--- src/rtl/branch_predictor_update_ctrl_if.sv ---
// Predictor-update bundle: retirement inputs, pattern-table port, fetch redirect and status.
// PRED_STATS_EN adds the stat_branches / stat_mispredicts counters to the bundle.
interface branch_predictor_update_ctrl_if #(
  parameter int ADDR_W = 11,
  parameter int IDX_W  = 6
);
  logic              exec_done;
  logic [21:0]       branch;
  logic [ADDR_W-1:0] branch_addr;
  logic [15:0]       W;
  logic              CY;
  logic [IDX_W-1:0]  tbl_addr;
  logic              tbl_rd_en;
  logic [1:0]        tbl_rd_data;
  logic              tbl_wr_en;
  logic [1:0]        tbl_wr_data;
  logic              flush;
  logic [ADDR_W-1:0] redirect_addr;
  logic              busy;
  logic              overflow;
`ifdef PRED_STATS_EN
  logic [15:0]       stat_branches;
  logic [15:0]       stat_mispredicts;

  modport master (
    input  exec_done, branch, branch_addr, W, CY, tbl_rd_data,
    output tbl_addr, tbl_rd_en, tbl_wr_en, tbl_wr_data, flush, redirect_addr,
           busy, overflow, stat_branches, stat_mispredicts
  );
  modport slave (
    output exec_done, branch, branch_addr, W, CY, tbl_rd_data,
    input  tbl_addr, tbl_rd_en, tbl_wr_en, tbl_wr_data, flush, redirect_addr,
           busy, overflow, stat_branches, stat_mispredicts
  );
`else
  modport master (
    input  exec_done, branch, branch_addr, W, CY, tbl_rd_data,
    output tbl_addr, tbl_rd_en, tbl_wr_en, tbl_wr_data, flush, redirect_addr,
           busy, overflow
  );
  modport slave (
    output exec_done, branch, branch_addr, W, CY, tbl_rd_data,
    input  tbl_addr, tbl_rd_en, tbl_wr_en, tbl_wr_data, flush, redirect_addr,
           busy, overflow
  );
`endif
endinterface

--- src/rtl/branch_predictor_update_ctrl.sv ---
// Read-modify-write sequencer for the 2-bit branch pattern table with a one-entry pending buffer.
// Optional statistics counters are compiled in with PRED_STATS_EN.
module branch_predictor_update_ctrl #(
  parameter int ADDR_W = 11,
  parameter int IDX_W  = 6
) (
  input logic                            clock,
  input logic                            reset_n,
  branch_predictor_update_ctrl_if.master bp
);

  typedef enum logic [1:0] {IDLE, READ, RESOLVE, WRITE} state_e;

  typedef struct packed {
    logic [1:0]        cond;
    logic [ADDR_W-1:0] target;
    logic [ADDR_W-1:0] addr;
    logic [15:0]       w;
    logic              cy;
  } br_t;

  state_e state_q, state_d;
  br_t    work_q, work_d;
  br_t    pend_q, pend_d;
  logic   pend_vld_q, pend_vld_d;
  logic   ovf_q, ovf_d;
  logic [1:0] new_ctr_q, new_ctr_d;
  logic   misp_q, misp_d;
  logic   taken_q, taken_d;

  logic       accept;
  br_t        incoming;
  logic [1:0] rd_ctr;
  logic       taken;
  logic [1:0] upd_ctr;
  logic       unused_bits;

  assign unused_bits = ^bp.branch[18:11];
  assign accept      = bp.exec_done & bp.branch[21];

  always_comb begin
    incoming.cond   = bp.branch[20:19];
    incoming.target = ADDR_W'(bp.branch[10:0]);
    incoming.addr   = bp.branch_addr;
    incoming.w      = bp.W;
    incoming.cy     = bp.CY;
  end

  // Outcome and counter update, meaningful only while RESOLVE holds the read data.
  always_comb begin
    rd_ctr = bp.tbl_rd_data;
    unique case (work_q.cond)
      2'b00:   taken = 1'b1;
      2'b01:   taken = work_q.cy;
      2'b10:   taken = (work_q.w == 16'h0000);
      default: taken = (work_q.w != 16'h0000);
    endcase
    if (taken) upd_ctr = (rd_ctr == 2'b11) ? rd_ctr : rd_ctr + 2'b01;
    else       upd_ctr = (rd_ctr == 2'b00) ? rd_ctr : rd_ctr - 2'b01;
  end

  // NOTE: every always_comb output is given its hold value first so no path infers a latch.
  always_comb begin
    state_d    = state_q;
    work_d     = work_q;
    pend_d     = pend_q;
    pend_vld_d = pend_vld_q;
    ovf_d      = ovf_q;
    new_ctr_d  = new_ctr_q;
    misp_d     = misp_q;
    taken_d    = taken_q;
    unique case (state_q)
      IDLE, WRITE: begin
        if (pend_vld_q) begin
          // Chain the buffered branch; a same-cycle accept refills the slot.
          work_d     = pend_q;
          state_d    = READ;
          pend_vld_d = accept;
          if (accept) pend_d = incoming;
        end else if (accept && state_q == IDLE) begin
          work_d  = incoming;
          state_d = READ;
        end else begin
          state_d = IDLE;
          if (accept) begin
            pend_d     = incoming;
            pend_vld_d = 1'b1;
          end
        end
      end
      READ, RESOLVE: begin
        if (state_q == READ) begin
          state_d = RESOLVE;
        end else begin
          new_ctr_d = upd_ctr;
          misp_d    = rd_ctr[1] != taken;
          taken_d   = taken;
          state_d   = WRITE;
        end
        if (accept) begin
          if (!pend_vld_q) begin
            pend_d     = incoming;
            pend_vld_d = 1'b1;
          end else begin
            ovf_d = 1'b1;
          end
        end
      end
      default: state_d = IDLE;
    endcase
  end

  // NOTE: async reset with non-blocking updates; reset aborts any in-flight sequence.
  always_ff @(posedge clock or negedge reset_n) begin
    if (!reset_n) begin
      state_q    <= IDLE;
      work_q     <= '0;
      pend_q     <= '0;
      pend_vld_q <= 1'b0;
      ovf_q      <= 1'b0;
      new_ctr_q  <= 2'b00;
      misp_q     <= 1'b0;
      taken_q    <= 1'b0;
    end else begin
      state_q    <= state_d;
      work_q     <= work_d;
      pend_q     <= pend_d;
      pend_vld_q <= pend_vld_d;
      ovf_q      <= ovf_d;
      new_ctr_q  <= new_ctr_d;
      misp_q     <= misp_d;
      taken_q    <= taken_d;
    end
  end

  // Strobes are decoded from state so they can never leak into other states.
  assign bp.tbl_rd_en     = (state_q == READ);
  assign bp.tbl_wr_en     = (state_q == WRITE);
  assign bp.tbl_addr      = (state_q == READ || state_q == WRITE) ? work_q.addr[IDX_W-1:0] : '0;
  assign bp.tbl_wr_data   = (state_q == WRITE) ? new_ctr_q : 2'b00;
  assign bp.flush         = (state_q == WRITE) & misp_q;
  assign bp.redirect_addr = (state_q != WRITE) ? '0 :
                            taken_q ? work_q.target : work_q.addr + ADDR_W'(1);
  assign bp.busy          = (state_q != IDLE) | pend_vld_q;
  assign bp.overflow      = ovf_q;

`ifdef PRED_STATS_EN
  logic [15:0] stat_br_q, stat_br_d;
  logic [15:0] stat_misp_q, stat_misp_d;

  always_comb begin
    stat_br_d   = stat_br_q;
    stat_misp_d = stat_misp_q;
    if (bp.tbl_wr_en && stat_br_q != 16'hFFFF)   stat_br_d   = stat_br_q + 16'd1;
    if (bp.flush     && stat_misp_q != 16'hFFFF) stat_misp_d = stat_misp_q + 16'd1;
  end

  always_ff @(posedge clock or negedge reset_n) begin
    if (!reset_n) begin
      stat_br_q   <= 16'h0000;
      stat_misp_q <= 16'h0000;
    end else begin
      stat_br_q   <= stat_br_d;
      stat_misp_q <= stat_misp_d;
    end
  end

  assign bp.stat_branches    = stat_br_q;
  assign bp.stat_mispredicts = stat_misp_q;
`endif

endmodule

--- src/flat_wrapper.sv ---
// flat-port wrapper written by rule: the top's interface ports become plain ports
module branch_predictor_update_ctrl_flat 
#(
  parameter int ADDR_W = 11,
  parameter int IDX_W  = 6
)
  (clock, reset_n, bp_exec_done, bp_branch, bp_branch_addr, bp_W, bp_CY, bp_tbl_rd_data, bp_tbl_addr, bp_tbl_rd_en, bp_tbl_wr_en, bp_tbl_wr_data, bp_flush, bp_redirect_addr, bp_busy, bp_overflow);
  branch_predictor_update_ctrl_if #(.ADDR_W(ADDR_W), .IDX_W(IDX_W)) bp_i ();
  input logic clock;
  input logic reset_n;
  input wire logic [$bits(bp_i.exec_done)-1:0] bp_exec_done;
  input wire logic [$bits(bp_i.branch)-1:0] bp_branch;
  input wire logic [$bits(bp_i.branch_addr)-1:0] bp_branch_addr;
  input wire logic [$bits(bp_i.W)-1:0] bp_W;
  input wire logic [$bits(bp_i.CY)-1:0] bp_CY;
  input wire logic [$bits(bp_i.tbl_rd_data)-1:0] bp_tbl_rd_data;
  output wire logic [$bits(bp_i.tbl_addr)-1:0] bp_tbl_addr;
  output wire logic [$bits(bp_i.tbl_rd_en)-1:0] bp_tbl_rd_en;
  output wire logic [$bits(bp_i.tbl_wr_en)-1:0] bp_tbl_wr_en;
  output wire logic [$bits(bp_i.tbl_wr_data)-1:0] bp_tbl_wr_data;
  output wire logic [$bits(bp_i.flush)-1:0] bp_flush;
  output wire logic [$bits(bp_i.redirect_addr)-1:0] bp_redirect_addr;
  output wire logic [$bits(bp_i.busy)-1:0] bp_busy;
  output wire logic [$bits(bp_i.overflow)-1:0] bp_overflow;
  assign bp_i.exec_done = bp_exec_done;
  assign bp_i.branch = bp_branch;
  assign bp_i.branch_addr = bp_branch_addr;
  assign bp_i.W = bp_W;
  assign bp_i.CY = bp_CY;
  assign bp_i.tbl_rd_data = bp_tbl_rd_data;
  assign bp_tbl_addr = bp_i.tbl_addr;
  assign bp_tbl_rd_en = bp_i.tbl_rd_en;
  assign bp_tbl_wr_en = bp_i.tbl_wr_en;
  assign bp_tbl_wr_data = bp_i.tbl_wr_data;
  assign bp_flush = bp_i.flush;
  assign bp_redirect_addr = bp_i.redirect_addr;
  assign bp_busy = bp_i.busy;
  assign bp_overflow = bp_i.overflow;
  branch_predictor_update_ctrl #(.ADDR_W(ADDR_W), .IDX_W(IDX_W)) u_core (.clock(clock), .reset_n(reset_n), .bp(bp_i));
endmodule
--- config.mk ---
export PLATFORM = sky130hd
export DESIGN_NAME = branch_predictor_update_ctrl_flat
export DESIGN_NICKNAME = d
export VERILOG_FILES = /design/src/rtl/branch_predictor_update_ctrl_if.sv /design/src/rtl/branch_predictor_update_ctrl.sv /design/src/flat_wrapper.sv
export SDC_FILE = /design/constraint.sdc
export NUM_CORES = 1
export LEC_CHECK = 0
export CAP_MARGIN = 20
export CORE_MARGIN = 2
export CORE_UTILIZATION = 52
export CTS_CLUSTER_DIAMETER = 200
export DETAILED_ROUTE_END_ITERATION = 10
export PLACE_DENSITY = 0.85
export SLEW_MARGIN = 20
export SYNTH_ARGS = -nofsm -noshare
export SYNTH_HDL_FRONTEND = slang
export SYNTH_SLANG_ARGS = --single-unit
--- constraint.sdc ---
create_clock -name clock -period 2.53 [get_ports clock]
set_input_delay 0.253 -clock clock [delete_from_list [all_inputs] [get_ports clock]]
set_output_delay 0.253 -clock clock [all_outputs]
set_load 0.02 [all_outputs]
==> flow_metrics.py <==
metrics = {
    "setup_path": {
        "critical_path_class": "reg2out",
        "cp_data_required_time_ps": 2280,
        "cp_data_arrival_time_ps": 2130,
        "cp_max_fo": 5,
        "critPathLaunch": "u_core.work_q[17]",
        "setup.worst_path.end_class": "output port",
        "rr_startpoint": "u_core.state_q[0]",
        "timing.critical_path.from_type": "register",
    },
    "clock_tree": {
        "cts_sinks": 90,
        "cts_made_buffers": 9,
        "cts_tree": "yes",
        "cts_max_level": 3,
        "insertion_delay_ps": 350,
        "cts_buffer_depth": 2,
        "clk_transition_reported_paths_ps": 90,
        "clock_tree.root_cell": "clkbuf_8",
    },
    "synthesis": {
        "synth_edf_count": 0,
        "synth-warning-count": 0,
        "ys.flop_type": "dfrtp_1",
        "synth_register_bits": 90,
        "syn-cell-area_mm2": 0.00427,
        "number_of_standard_cells_after_synthesis": 377,
        "postSynthNetCount": 437,
        "async_flop_share_pct": 100,
        "synth_cell_types": 34,
        "seq_area_frac_synth_pct": 52.8,
        "post_synth.cell_area_avg_um2": 11.3,
    },
    "hold_path": {
        "hold_class": "in2async",
    },
    "drt": {
        "initialDrtViolationCount": 146,
        "remaining_drcs": 0,
        "vias_per_cell": 5.33,
        "wl_per_cell_um": 15.0,
        "postRouteAntennaNets": 0,
        "detail_route.wirelength_um": 8320,
        "drt_pass1_iterations": 4,
        "detailroute.via_count": 2965,
    },
    "final_layout": {
        "seq_area_mm2": 0.00226,
        "synthToLayoutAreaGrowth_pct": 24.9,
        "layout-drive-gt1-share_pct": 14.2,
        "num_antenna_cells": 0,
        "nFillCells": 642,
        "finish.net_count": 506,
        "final_core_util_pct": 65.9,
        "final_cells": 556,
        "final_design_area_no_fill_mm2": 0.00533,
        "multiInputGateArea_mm2": 0.00192,
    },
    "job": {
        "maxCapViolations": 0,
    },
    "floorplanning": {
        "initial_utilization_pct": 52.8,
        "die_w_um": 94.6,
        "fp.coreArea_mm2": 0.00809,
        "rows": 33,
        "pin_count": 79,
        "floorplan.die.height_um": 94.6,
        "design.die.area_mm2": 0.00895,
    },
    "timing": {
        "final-hold-violation-count": 0,
        "timing.fmax_mhz": 419,
        "tightest_slew_ps": 643,
        "maxSlewHeadroom_pct": 57.2,
        "final_setup_violation_count": 0,
        "final.min_clock_period_ps": 2380,
        "setup-tns-final_ps": 0,
        "grt_setup_unrepaired": "no",
        "report.final.slew_viol_count": 0,
        "clock_skew_ps": 10.2,
        "layout_worst_path_cycle_share_pct": 94.2,
    },
    "grt": {
        "grt_antenna_before_repair": 0,
        "globalRoute.totalOverflow": 0,
        "number_of_global_route_vias_before_repair": 2959,
        "global_route_wire_length_before_repair_um": 14000,
        "grt_start_max_net_pins": 51,
        "track_usage_pct": 20.4,
    },
    "pwr": {
        "power.switching_fraction_pct": 37.9,
        "p_comb_share_pct": 45.0,
        "power.clock.fraction_pct": 15.6,
        "power-per-cell-area_mw_per_mm2": 1290,
        "power.share.sequential_pct": 39.4,
        "p_switching_mw": 2.61,
        "p_int_mw": 4.28,
        "fin_total_pwr_mw": 6.88,
        "power.leakage_nw": 2.22,
        "vdd_drop_max_mv": 0.715,
    },
    "placed_design": {
        "numPlacedInstances": 538,
        "finalWeightedCongestion": 0.831,
        "placement_stage_cell_area_mm2": 0.00507,
        "dp_hpwl_um": 5840,
        "port-buffer-count": 70,
    },
    "run_status": {
        "outcome": "finished clean",
    },
}
==> registers in the layout, indices dropped and copies added, names as in the netlist <==
signal              cells
u_core.bp.overflow      1
u_core.work_q          41
u_core.pend_q          41
u_core.taken_q          1
u_core.new_ctr_q        2
u_core.misp_q           1
u_core.state_q          2
u_core.pend_vld_q       1
==> cell families (layout without fill, tap and decap cells) <==
| group | after synthesis | after routing | synth area share (%) |
|---|---|---|---|
| and+or+nand+nor | 94 | 94 | 11.3 |
| adders and majority gates | 6 | 6 | 1.73 |
| muxes | 85 | 85 | 21.2 |
| buffers and inverters | 27 | 101 | 2.64 |
| AOI/OAI and AO/OA | 65 | 65 | 8.24 |
| xor gates and xnor gates | 10 | 10 | 2.05 |
| DFF | 90 | 90 | 52.8 |
==> layout make-up <==
cell class,instances,area share (%)
Multi-Input combinational cell,260,36.0
Clock buffer,12,2.72
Inverter,5,0.352
Tap cell,105,2.46
Clock inverter,4,1.41
Sequential cell,90,42.3
Timing Repair Buffer,80,14.7
==> metal layers <==
layer | up-vias | part of all wire, % | global-route usage, %
li1 | 1447 | - | -
met1 | 1436 | 43 | 25.8
met2 | 69 | 49 | 34.3
met3 | 13 | 5.3 | 4.15
met4 | 0 | 1.9 | 8.09
met5 | - | 0 | 0
==> cells in the mapped netlist (all sizes together), types with 4 or more instances <==
cell type | instances | area [um2]
mux2 | 42 | 477
o21ai | 12 | 60.1
xor2 | 7 | 61.3
dfrtp | 90 | 2250
nor2 | 45 | 169
nand2 | 11 | 41.3
inv | 5 | 18.8
clkbuf | 11 | 41.3
nor4 | 4 | 58.8
mux2i | 43 | 430
nor2b | 6 | 37.5
ha | 5 | 62.6
and2 | 13 | 81.3
a21oi | 46 | 230
buf | 11 | 52.6
==> worst paths after layout <==
check	end	slack (ps)	cells past startpoint
max	bp_redirect_addr[6]	150	6
min	u_core.work_q[19]	450	2
max reg2reg	u_core.pend_q[19]	410	6
min reg2reg	u_core.bp.overflow	480	1
max in group asynchronous	u_core.pend_q[14]	1310	3
min in group clock	u_core.bp.overflow	480	1
==> cells in the final DEF, fill, tap and decap left out, types with 2 or more instances in the layout <==
cell type        instances
nor2_1                  44
nand2_1                 11
bufinv_16                2
nor4_2                   3
ha_2                     2
xnor2_1                  3
buf_4                   10
and4_1                   2
clkbuf_1                 2
clkbuf_8                10
mux2_1                  17
dlymetal6s2s_1           4
nor2b_1                  6
a31oi_1                  2
and3_1                   2
and2_1                  13
o21ai_0                 12
nand3_1                  3
mux2_2                  24
ha_1                     3
xor2_1                   7
a21oi_1                 46
inv_1                    5
clkdlybuf4s50_1         64
nand4_1                  3
mux2i_1                 43
nand2b_1                 3
dfrtp_2                  4
clkinvlp_4               2
dfrtp_1                 86
==> power groups by stage <==
stage               Clock [mW]  Combinational [mW]  Sequential [mW]
floorplan                    0                2.25             2.55
global placement             0                2.97             2.69
detailed placement           0                3.08             2.73
CTS                       1.09                3.11             2.71
global route              1.16                3.45             2.81
finish                    1.08                3.10             2.71
==> worst max-delay path: stages, from the launching register on <==
cell	delay (ps)
dfrtp_1	420
ha_2	260
nand3_1	100
xor2_1	150
o21ai_0	130
and2_1	140
clkdlybuf4s50_1	590
==> repair_timing <==
action / 4_1_cts / 5_1_grt
endpoints found under the setup margin: 4 / 11
endpoints found under the hold margin: 48 / 0
resized for setup: 3 / 8
hold buffers: 1 / 0
buffers inserted: 0 / 1
==> stage by stage <==
step | hold slack, ps | setup WS, ps
finish | 446 | 146
CTS | 474 | 9.12
global route | 498 | 1.58
floorplan | -42.6 | 581
global placement | 311 | 241
detailed placement | 320 | 215
Note: power is estimated with default switching activity, not from simulation.
==> variant (same flow settings) <==
`IDX_W` is set to 6 in 3 places; all go to 7.
--- a/src/rtl/branch_predictor_update_ctrl_if.sv
+++ b/src/rtl/branch_predictor_update_ctrl_if.sv
@@ -3,5 +3,5 @@
 interface branch_predictor_update_ctrl_if #(
   parameter int ADDR_W = 11,
-  parameter int IDX_W  = 6
+  parameter int IDX_W  = 7
 );
   logic              exec_done;
--- a/src/rtl/branch_predictor_update_ctrl.sv
+++ b/src/rtl/branch_predictor_update_ctrl.sv
@@ -3,5 +3,5 @@
 module branch_predictor_update_ctrl #(
   parameter int ADDR_W = 11,
-  parameter int IDX_W  = 6
+  parameter int IDX_W  = 7
 ) (
   input logic                            clock,
--- a/src/flat_wrapper.sv
+++ b/src/flat_wrapper.sv
@@ -3,5 +3,5 @@
 #(
   parameter int ADDR_W = 11,
-  parameter int IDX_W  = 6
+  parameter int IDX_W  = 7
 )
   (clock, reset_n, bp_exec_done, bp_branch, bp_branch_addr, bp_W, bp_CY, bp_tbl_rd_data, bp_tbl_addr, bp_tbl_rd_en, bp_tbl_wr_en, bp_tbl_wr_data, bp_flush, bp_redirect_addr, bp_busy, bp_overflow);
Ports: changed (resized bp_tbl_addr); port bits go from 79 to 80. No check against the original RTL was run, so the function may have changed too.
==> variant against the unedited design <==
- power fell by 1.4%
- worst setup slack got worse by 0.021 ns
- largest power group unchanged
- synthesized area fell by 0.15%
- combinational power barely moved
- sequential cell count did not move
- routed wire length fell by 1.1%
- cell area fell by 0.61%
==> variant: results (changes against the unedited design) <==
| Metric | Value |
|---|---|
| Initial DRC Count | `132 (was 146)` |
| Metal-1 WL | `3540 um (was 3610 um)` |
| GR Util met1 | `23.5% (was 25.8%)` |
| Total GRT Usage | `19.5% (was 20.4%)` |
| Area of the multi-input gates | `1910 um^2 (was 1920 um^2)` |
| Routability cong. | `0.868 (was 0.831)` |
| Post-synth top cells | `dfrtp_1 (90), a21oi_1 (45), nor2_1 (45), mux2i_1 (43), mux2_2 (23) (was dfrtp_1 (90), a21oi_1 (46), nor2_1 (45), mux2i_1 (43), mux2_2 (24))` |
| Dominant cells by area after synthesis | `dfrtp_1 (53%), mux2i_1 (10%), mux2_2 (6.1%), a21oi_1 (5.3%), mux2_1 (4.8%) (was dfrtp_1 (53%), mux2i_1 (10%), mux2_2 (6.3%), a21oi_1 (5.4%), mux2_1 (4.5%))` |
| Peak VDD IR | `746 uV (was 715 uV)` |
| Port-buffer cells | `71 (was 70)` |
| Lkg Pwr | `2.25 nW (was 2.22 nW)` |
| Final-stage net count | `499 (was 506)` |
| Clock Skew | `0.00677 ns (was 0.0102 ns)` |
| Multi-input gates | `253 (was 260)` |
| Reg area | `2250 um^2 (was 2260 um^2)` |
| Cell variety after synth | `35 (was 34)` |
| Largest net degree at the start of global routing | `47 (was 51)` |
| DR WL/cell | `15.0 um (about the same)` |
| Vias in the first global route | `3003 (was 2959)` |
| Share of cells above drive strength 1 | `12.9% (was 14.2%)` |
| First-pass GRT wire length | `13500 um (was 14000 um)` |
| CP top delay family | `flip-flops (was buffers and inverters)` |
| Vias/cell | `5.42 (was 5.33)` |
| Slew headroom | `59.9% (was 57.2%)` |
| P_comb | `3.11 mW (was 3.10 mW)` |
| Placed Cells | `532 (was 538)` |
| CP max stage cell | `dfrtp_1 (was clkdlybuf4s50_1)` |
| Run status | `finished clean (unchanged)` |
| Critical path's largest stage delay | `0.42 ns (was 0.59 ns)` |
| Met3 GRT Util | `4.07% (was 4.15%)` |
| Comb power frac | `45.8% (was 45.0%)` |
| Final wirelength | `8220 um (was 8320 um)` |
| Post-DP HPWL | `6000 um (was 5840 um)` |
| Compound-Gate Fraction of Synth Area | `9.07% (was 8.24%)` |
| Fill cell count | `644 (was 642)` |
| Switching pwr | `2.59 mW (was 2.61 mW)` |
| Seq area share | `42.5% (was 42.3%)` |
| Setup WS pre-CTS | `0.208 ns (was 0.215 ns)` |
| Post-Synth Adder-Cell Area | `1.73% (about the same)` |
| Syn Nets | `429 (was 437)` |
| Sequential fraction of the synthesis area | `52.8% (about the same)` |
| Mux cell area share after synthesis | `21.3% (was 21.2%)` |
==> variant: cell types whose count changed after synthesis <==
cell and delta:
mux2_2 -1, nand2b_1 +2, o211a_1 +8, mux2_1 +1
xor2_1 -3, nor2b_1 +1, a21oi_1 -1, nand4_1 -2
buf_1 -1, and2_1 -7, o21ai_0 -8, xnor2_1 +3
==> variant: path summary, 6_finish.rpt <==
path,cells after the start,from,to,slack (ns)
worst min register to register,1,u_core.bp.overflow$_DFFE_PN0P_,u_core.bp.overflow$_DFFE_PN0P_,0.49
min in group clock,1,u_core.bp.overflow$_DFFE_PN0P_,u_core.bp.overflow$_DFFE_PN0P_,0.49
worst max-delay path,6,u_core.work_q[17]$_DFFE_PN0P_,bp_redirect_addr[10],0.12
max in group asynchronous,3,reset_n,u_core.work_q[7]$_DFFE_PN0P_,1.43
worst max register to register,6,u_core.state_q[0]$_DFF_PN0_,u_core.pend_q[23]$_DFFE_PN0P_,0.42
worst min-delay path,2,reset_n,u_core.pend_q[20]$_DFFE_PN0P_,0.45
